--- src/rtl/result_uart_sequencer.sv ---
// -----------------------------------------------------------------------------
// result_uart_sequencer
//
// Purpose:
//   Watches the compute block's running flag. On every run-to-idle transition
//   it captures a NUM_BYTES-wide result word and sends it to the UART MSB byte
//   first. The UART's is_transmitting flag is the per-byte handshake. A
//   watchdog limits how long we wait for the UART to go busy after a strobe.
//
// Optional feature (macro RESULT_CHECKSUM_EN):
//   Appends one extra byte, the XOR of all data bytes in the frame.
//
// Ports:
//   clk                 system clock
//   rst_n               asynchronous active-low reset
//   program_is_running  high while the compute block is executing
//   result              compute result, sampled only at the trigger edge
//   is_transmitting     UART busy flag
//   transmit            one-cycle strobe to the UART
//   tx_byte             byte presented to the UART (held until the next strobe)
//   busy                high whenever the sequencer is not idle
//   overrun             sticky: a trigger arrived while busy
//   timeout_err         sticky: is_transmitting failed to rise in time
// -----------------------------------------------------------------------------
module result_uart_sequencer #(
   parameter int NUM_BYTES     = 4,
   parameter int START_TIMEOUT = 1023
) (
   input  logic                   clk,
   input  logic                   rst_n,
   input  logic                   program_is_running,
   input  logic [8*NUM_BYTES-1:0] result,
   input  logic                   is_transmitting,
   output logic                   transmit,
   output logic [7:0]             tx_byte,
   output logic                   busy,
   output logic                   overrun,
   output logic                   timeout_err
);

   localparam int W  = 8 * NUM_BYTES;
   localparam int CW = $clog2(NUM_BYTES + 1);
   // Last WAIT_RISE cycle index; the byte is abandoned after START_TIMEOUT cycles.
   localparam logic [15:0] TMO_LAST = 16'(START_TIMEOUT - 1);

   typedef enum logic [2:0] {
      S_IDLE,
      S_STROBE,
      S_WAIT_RISE,
      S_WAIT_FALL,
      S_NEXT
`ifdef RESULT_CHECKSUM_EN
      ,S_CKSUM
`endif
   } state_e;

   state_e           state_q, state_d;
   logic             run_q;
   logic [W-1:0]     sreg_q, sreg_d;
   logic [CW-1:0]    cnt_q, cnt_d;
   logic [15:0]      tmo_q, tmo_d;
   logic [7:0]       tx_byte_q, tx_byte_d;
   logic             overrun_q, overrun_d;
   logic             tmo_err_q, tmo_err_d;
   logic             trigger;
`ifdef RESULT_CHECKSUM_EN
   logic [7:0]       acc_q, acc_d;
   logic             ck_q, ck_d;   // checksum byte is the one in flight
`endif

   assign trigger = run_q & ~program_is_running;

   always_comb begin
      state_d   = state_q;
      sreg_d    = sreg_q;
      cnt_d     = cnt_q;
      tmo_d     = tmo_q;
      tx_byte_d = tx_byte_q;
      overrun_d = overrun_q;
      tmo_err_d = tmo_err_q;
`ifdef RESULT_CHECKSUM_EN
      acc_d     = acc_q;
      ck_d      = ck_q;
`endif

      if (trigger && state_q != S_IDLE) overrun_d = 1'b1;

      case (state_q)
         S_IDLE: begin
            if (trigger) begin
               sreg_d  = result;
               cnt_d   = '0;
               state_d = S_STROBE;
`ifdef RESULT_CHECKSUM_EN
               acc_d   = '0;
               ck_d    = 1'b0;
`endif
            end
         end
         S_STROBE: begin
            tmo_d   = '0;
            state_d = S_WAIT_RISE;
`ifdef RESULT_CHECKSUM_EN
            // Accumulate at strobe time so a byte lost to timeout still counts.
            acc_d   = acc_q ^ tx_byte_q;
`endif
         end
         S_WAIT_RISE: begin
            if (is_transmitting) begin
               state_d = S_WAIT_FALL;
            end else if (tmo_q >= TMO_LAST) begin
               tmo_err_d = 1'b1;
               state_d   = S_NEXT;
            end else if (tmo_q != 16'hFFFF) begin
               tmo_d = tmo_q + 16'd1;
            end
         end
         S_WAIT_FALL: begin
            if (!is_transmitting) state_d = S_NEXT;
         end
         S_NEXT: begin
`ifdef RESULT_CHECKSUM_EN
            if (ck_q) begin
               state_d = S_IDLE;
            end else
`endif
            begin
               sreg_d = sreg_q << 8;
               cnt_d  = cnt_q + CW'(1);
               if (cnt_q == CW'(NUM_BYTES - 1)) begin
`ifdef RESULT_CHECKSUM_EN
                  state_d = S_CKSUM;
`else
                  state_d = S_IDLE;
`endif
               end else begin
                  state_d = S_STROBE;
               end
            end
         end
`ifdef RESULT_CHECKSUM_EN
         // Acts as the strobe cycle for the checksum byte.
         S_CKSUM: begin
            ck_d    = 1'b1;
            tmo_d   = '0;
            state_d = S_WAIT_RISE;
         end
`endif
         default: state_d = S_IDLE;
      endcase

      // Load tx_byte on entry to a strobe cycle so it is valid while transmit
      // is high and stays put until the next strobe (and through IDLE).
      if (state_d == S_STROBE) tx_byte_d = sreg_d[W-1 -: 8];
`ifdef RESULT_CHECKSUM_EN
      if (state_d == S_CKSUM) tx_byte_d = acc_q;
`endif
   end

   always_ff @(posedge clk or negedge rst_n) begin
      if (!rst_n) begin
         state_q   <= S_IDLE;
         run_q     <= 1'b0;
         sreg_q    <= '0;
         cnt_q     <= '0;
         tmo_q     <= '0;
         tx_byte_q <= '0;
         overrun_q <= 1'b0;
         tmo_err_q <= 1'b0;
`ifdef RESULT_CHECKSUM_EN
         acc_q     <= '0;
         ck_q      <= 1'b0;
`endif
      end else begin
         state_q   <= state_d;
         run_q     <= program_is_running;
         sreg_q    <= sreg_d;
         cnt_q     <= cnt_d;
         tmo_q     <= tmo_d;
         tx_byte_q <= tx_byte_d;
         overrun_q <= overrun_d;
         tmo_err_q <= tmo_err_d;
`ifdef RESULT_CHECKSUM_EN
         acc_q     <= acc_d;
         ck_q      <= ck_d;
`endif
      end
   end

`ifdef RESULT_CHECKSUM_EN
   assign transmit = (state_q == S_STROBE) || (state_q == S_CKSUM);
`else
   assign transmit = (state_q == S_STROBE);
`endif
   assign tx_byte     = tx_byte_q;
   assign busy        = (state_q != S_IDLE);
   assign overrun     = overrun_q;
   assign timeout_err = tmo_err_q;

endmodule

--- config.mk ---
export PLATFORM = sky130hd
export DESIGN_NAME = result_uart_sequencer
export DESIGN_NICKNAME = d
export VERILOG_FILES = /design/src/rtl/result_uart_sequencer.sv
export SDC_FILE = /design/constraint.sdc
export NUM_CORES = 1
export LEC_CHECK = 0
export ABC_AREA = 1
export ABC_CLOCK_PERIOD_IN_PS = 1700
export BUFFER_PORTS_ARGS = -buffer_cell sky130_fd_sc_hd__buf_2
export CAP_MARGIN = 25
export CORE_MARGIN = 2
export CORE_UTILIZATION = 40
export DETAILED_ROUTE_END_ITERATION = 6
export HOLD_SLACK_MARGIN = 0.03
export PLACE_DENSITY = 0.64
export SLEW_MARGIN = 20
export SYNTH_ARGS = -nofsm -noshare
export SYNTH_HDL_FRONTEND = slang
export SYNTH_SLANG_ARGS = --single-unit
--- constraint.sdc ---
create_clock -name clk -period 1.7 [get_ports clk]
set_input_delay 0.085 -clock clk [delete_from_list [all_inputs] [get_ports clk]]
set_output_delay 0.085 -clock clk [all_outputs]
set_load 0.05 [all_outputs]
Yosys cells after proc, flatten, opt, wreduce, memory -nomap -nowiden
Cells that the tools add are included.

word-level totals
  memories = 0
  output and inout port bits = 12
  bits of input ports = 36
  bits in read-only memories = 0
  logic and storage cells = 48
  register bits after elaboration = 65
  latch bits = 0
  bits in writable memories = 0

operators by class
  $lt $le $gt $ge = 1
  multipliers = 0
  bitwise logic cells = 3
  reduce and logical (&&, ||, !) cells = 8
  add/subtract/negate cells = 2
  shift operators = 0
  equality and inequality tests = 11
  div/mod/pow operators = 0
  multiplexer cells = 14

operators with widths
  operator                 number
  $pmux W32 S2             1
  $mux W16                 3
  $mux W32                 1
  $pmux W16 S2             1
  $add A16 B1 Y16 const B  1
  $ge A16 B10 Y1 const B   1
  $ne A16 B16 Y1 const B   1
  $mux W3                  5
  $pmux W3 S5              1
  $eq A3 B2 Y1 const B     3
  $ne A2 B2 Y1 const B     4
  $eq A3 B1 Y1 const B     2
  $pmux W3 S2              1
  $reduce_and A4 Y1        1
  $reduce_bool A2 Y1       2
  $add A3 B1 Y3 const B    1
  $eq A3 B3 Y1 const B     1
  $logic_not A3 Y1         1
  $reduce_and A3 Y1        1
  $reduce_bool A3 Y1       1
  $not A1 Y1               2
  $reduce_and A2 Y1        1
  $and A1 B1 Y1            1
  $logic_and A1 B1 Y1      1
  $mux W1                  1

Depth between registers and ports, before layout
  depth after elaboration = 5
  depth in mapped cells = 10
  mapped depth without buffers = 9

Worst setup path after synthesis
No wires, ideal clock.

  kind = reg2reg
  start point = register tmo_q[0]
  end point = register tmo_q[2]
  arrival = 1.467 ns
  clock period less this slack = 1.585 ns
  path buffers = 1
  setup time = 0.118 ns
  data required time = 1.582 ns
  path slack = 0.115 ns
  stages on the path, launching flop included = 11
  cells stage by stage = dfrtp_1 inv_1 ha_1 or2_2 nand3_1 nand2_2 nand2_2 nand2_1 buf_6 nand2_1 nand2_1

on the way
  longest elaborated chain between the ends = 5
  elaborated cells on any way between the ends = 10
  classes of those cells = 1 x add/sub; 1 x order compare; 3 x eq/ne; 4 x mux; 1 x reduce/logical

ends and longest elaborated chain
  element                 line  source
  start, declared         61    logic [15:0] tmo_q, tmo_d;
  start signal, assigned  179   tmo_q <= tmo_d;
  $add A16 B1 Y16         115   tmo_d = tmo_q + 16'd1;
  $mux W16                114   end else if (tmo_q != 16'hFFFF) begin
  $mux W16                111   end else if (tmo_q >= TMO_LAST) begin
  $mux W16                109   if (is_transmitting) begin
  $pmux W16 S2            88    case (state_q)

Several ways; a longest one is shown, not always the timed one. The select of a mux whose other input is x is not followed.
A chain may end at the register's enable or synchronous reset.

Final worst setup path
  start point = register state_q[1]
  end point = output busy

on the way
  longest elaborated chain between the ends = 1

ends and longest elaborated chain
  element                 line  source
  start, declared         57    state_e state_q, state_d;
  start signal, assigned  175   state_q <= state_d;
  $reduce_bool A3 Y1      196   assign busy = (state_q != S_IDLE);
  end, declared           36    output logic busy,

Every way passes these cells.

==> results_dict.tcl <==
set metrics [dict create \
    run_status "completed" \
    cts_tree "built" \
    drc 0 \
    netlist_area_sq_um 3298 \
    clockBufferDepth 2 \
    final_hold_viol_count 0 \
    fillers 785 \
    place_hpwl_mm 4.933 \
    synth_edf_count 0 \
    grt_pass1_wl_mm 12.93 \
    pin_count 48 \
    power.share.sequential_pct 36.7 \
    netSwitchingPower_mw 2.807 \
    crit_chain "inv_2 > nand2_4 > nor2_4 > buf_12 > inv_1 > buf_4" \
    clkTransAtPathRegs_ns 0.08 \
    final_nets 542 \
    startpoint_type "register" \
    numCtsBuffers 9 \
    min_period_ns 1.619 \
    hp-class "input port to register" \
    wire_per_inst_um 12.32 \
    synth.largest_area_cell "dfrtp_1" \
    core_area_sq_um 8093 \
    arrival_ns 1.53 \
    dp_cells 567 \
    drtIter0Drc 130 \
    holdPathStages 2 \
    maxCapViolCount 0 \
    clkPwrFrac_pct 18.6 \
    track_usage_pct 18.73 \
    diodes 0 \
    r2r_cells 9 \
    row_count 33 \
    synth.area.top_cells "dfrtp_1 (49%), nand2_1 (16%), nand3_1 (8.6%)" \
    yosysTopAreaCellShare_pct 49.32 \
    max_stage_delay_ns 0.46 \
    ir_drop_mv 0.9213 \
    layoutNonFillerInstCount 612 \
    crit_path_top_delay_cell "dfrtp_2" \
    ant_nets 0 \
    num_vias 2926 \
    min_from "is_transmitting" \
    required_ns 1.62 \
    finalMaxSlewViolations 0 \
    r2r_start "state_q[1]" \
    skew_ns 0.01022 \
    grt_setup_unrepaired "true" \
    async_reset_ff_share_pct 100.0 \
    internal_power_mw 3.673 \
    wl_mm 7.537 \
    leakage_nw 2.171 \
    fp.dieW_um 94.81 \
    layout-drive-gt1-share_pct 20.91 \
    whs_endpoint "state_q[2]" \
    max_slew_margin_pct 56.79 \
    cts-root-buf "clkbuf_8" \
    antenna_found_initial 0 \
    grt_max_degree 27 \
    yosysMostFrequentCell "nand2_1" \
    combPwrFrac_pct 44.7 \
    p_sw_share_pct 43.31 \
    area_delta_synth_final_pct 28.72 \
    grt_pass1_vias 2846 \
    worst_pin_slew_ns 0.6481 \
    syn_nets 452 \
    h-tree-depth 3 \
    r2r-end "tx_byte[5]" \
    ff2ff_setup_slack_ns 0.12 \
    period_share_pct 95.22 \
    initial_core_util_pct 40.75 \
    clk_latency_ns 0.35 \
    clock_sinks 65 \
    fin_tns_setup_ns 0 \
    ys_seq_area_share_pct 49.32 \
    fmax_mhz 617.8 \
    path_delay_family "buffers and inverters" \
    path_class "register to primary output" \
    syn_area_per_cell_sq_um 8.005 \
    die_y_um 94.81 \
    p_total_mw 6.480 \
    dieArea_sq_um 8988 \
    synth-seq-cells 65 \
    yosysWarnings 0 \
    path_buf_inv 4 \
    power.density_nw_per_um2 1526 \
    cp-end-kind "primary output" \
    viasPerCell 4.781 \
    synth_cell_types 30 \
    grt_overflow 0 \
    synthCells 412 \
    first_pass_iters 4 \
    synth_flop_cell "dfrtp_1" \
    synth_common_cells "nand2_1 (138), dfrtp_1 (65), nand3_1 (57)" \
    setup_viol 0 \
    gp_congestion 0.7941 \
    critPathMaxFanout 17 \
    io_buffers 47 \
]
[through the flow]
step	hold WS, ns	area (sq um)	util [%]	setup WS (ns)
2_1_floorplan	-0.2106	3298	-	0.1149
3_3_place_gp	0.1568	3730	46.09	0.01706
3_5_place_dp	0.1535	3730	46.09	-0.03978
4_1_cts	0.04281	4212	52.04	0.02061
5_1_grt	0.04787	4245	52.46	-0.007379
6_report	0.05853	4245	52.46	0.08131
[layout make-up]
type / instances / area (sq um) / area share [%]
multi-input combinational: 282 / 1403 / 33.04
sequential: 65 / 1628 / 38.34
clock buffer: 9 / 123.9 / 2.918
clock inverter: 7 / 53.80 / 1.267
timing repair buffer: 91 / 699.4 / 16.48
inverter: 53 / 206.4 / 4.863
tap: 105 / 131.4 / 3.095
[worst reg2reg max path, delay by kind of cell, from the launching register on]
kind                   cells  cell delay, ns
and+or+nand+nor            7            0.76
DFF                        1            0.46
buffers and inverters      2            0.25
[how the worst max path moves through the flow]
| stage | start | end | cells after the start |
|---|---|---|---|
| 2_1_floorplan | tmo_q[0] | tmo_q[2] | 10 |
| 3_5_place_dp | tmo_q[0] | tmo_q[10] | 9 |
| 5_1_grt | state_q[0] | tx_byte[4] | 9 |
| 3_3_place_gp | tmo_q[0] | tmo_q[1] | 9 |
| 6_report | state_q[1] | busy | 6 |
| 4_1_cts | state_q[0] | busy | 6 |
[repair_timing]
item,CTS,global route
gates cloned,1,0
hold endpoints to repair,49,0
resized for setup,2,7
buffers inserted,1,1
endpoints found under the setup margin,12,25
pin swaps,1,2
hold buffers,26,0
[logic make-up after synthesis]
group                      synth area share (%)
and+or+nand+nor                           33.35
AOI/OAI and AO/OA                         5.577
buffers and inverters                     8.915
xor gates and xnor gates                  1.328
adders and majority gates                 1.518
DFF                                       49.32
[state kept, by name (all words and copies together), names as in the netlist]
name         cells
run_q            1
overrun          1
timeout_err      1
tmo_q           16
sreg_q          32
state_q          3
tx_byte          8
cnt_q            3
[cells in the final DEF, fill, tap and decap left out, types with 9 or more instances in the layout]
cell and n:
nand2_1 137, dlygate4sd3_1 26, inv_1 48, buf_2 46, dfrtp_1 64, nor2_1 24
nand4_1 13, o21ai_0 10, clkbuf_8 9, buf_4 14, nand3_1 56
[power by group through the flow]
stage                     logic [mW]  clock network, mW  registers [mW]
final                           2.90               1.20            2.38
after floorplan                 1.73                  0            2.63
after detailed placement        2.65                  0            2.39
after CTS                       2.85               1.25            2.37
after global placement          2.60                  0            2.38
after global routing            3.22               1.31            2.44
[layer usage]
metal | share of wire (%) | track usage [%] | wire [um] | up-vias
met5 | 0 | 0 | 0 | -
met3 | 3.8 | 3.831 | 283 | 11
li1 | - | - | - | 1493
met1 | 47 | 24.13 | 3562 | 1357
met4 | 1.8 | 7.850 | 132 | 0
met2 | 47 | 30.67 | 3558 | 65
Power figures use the tool's default switching activity.
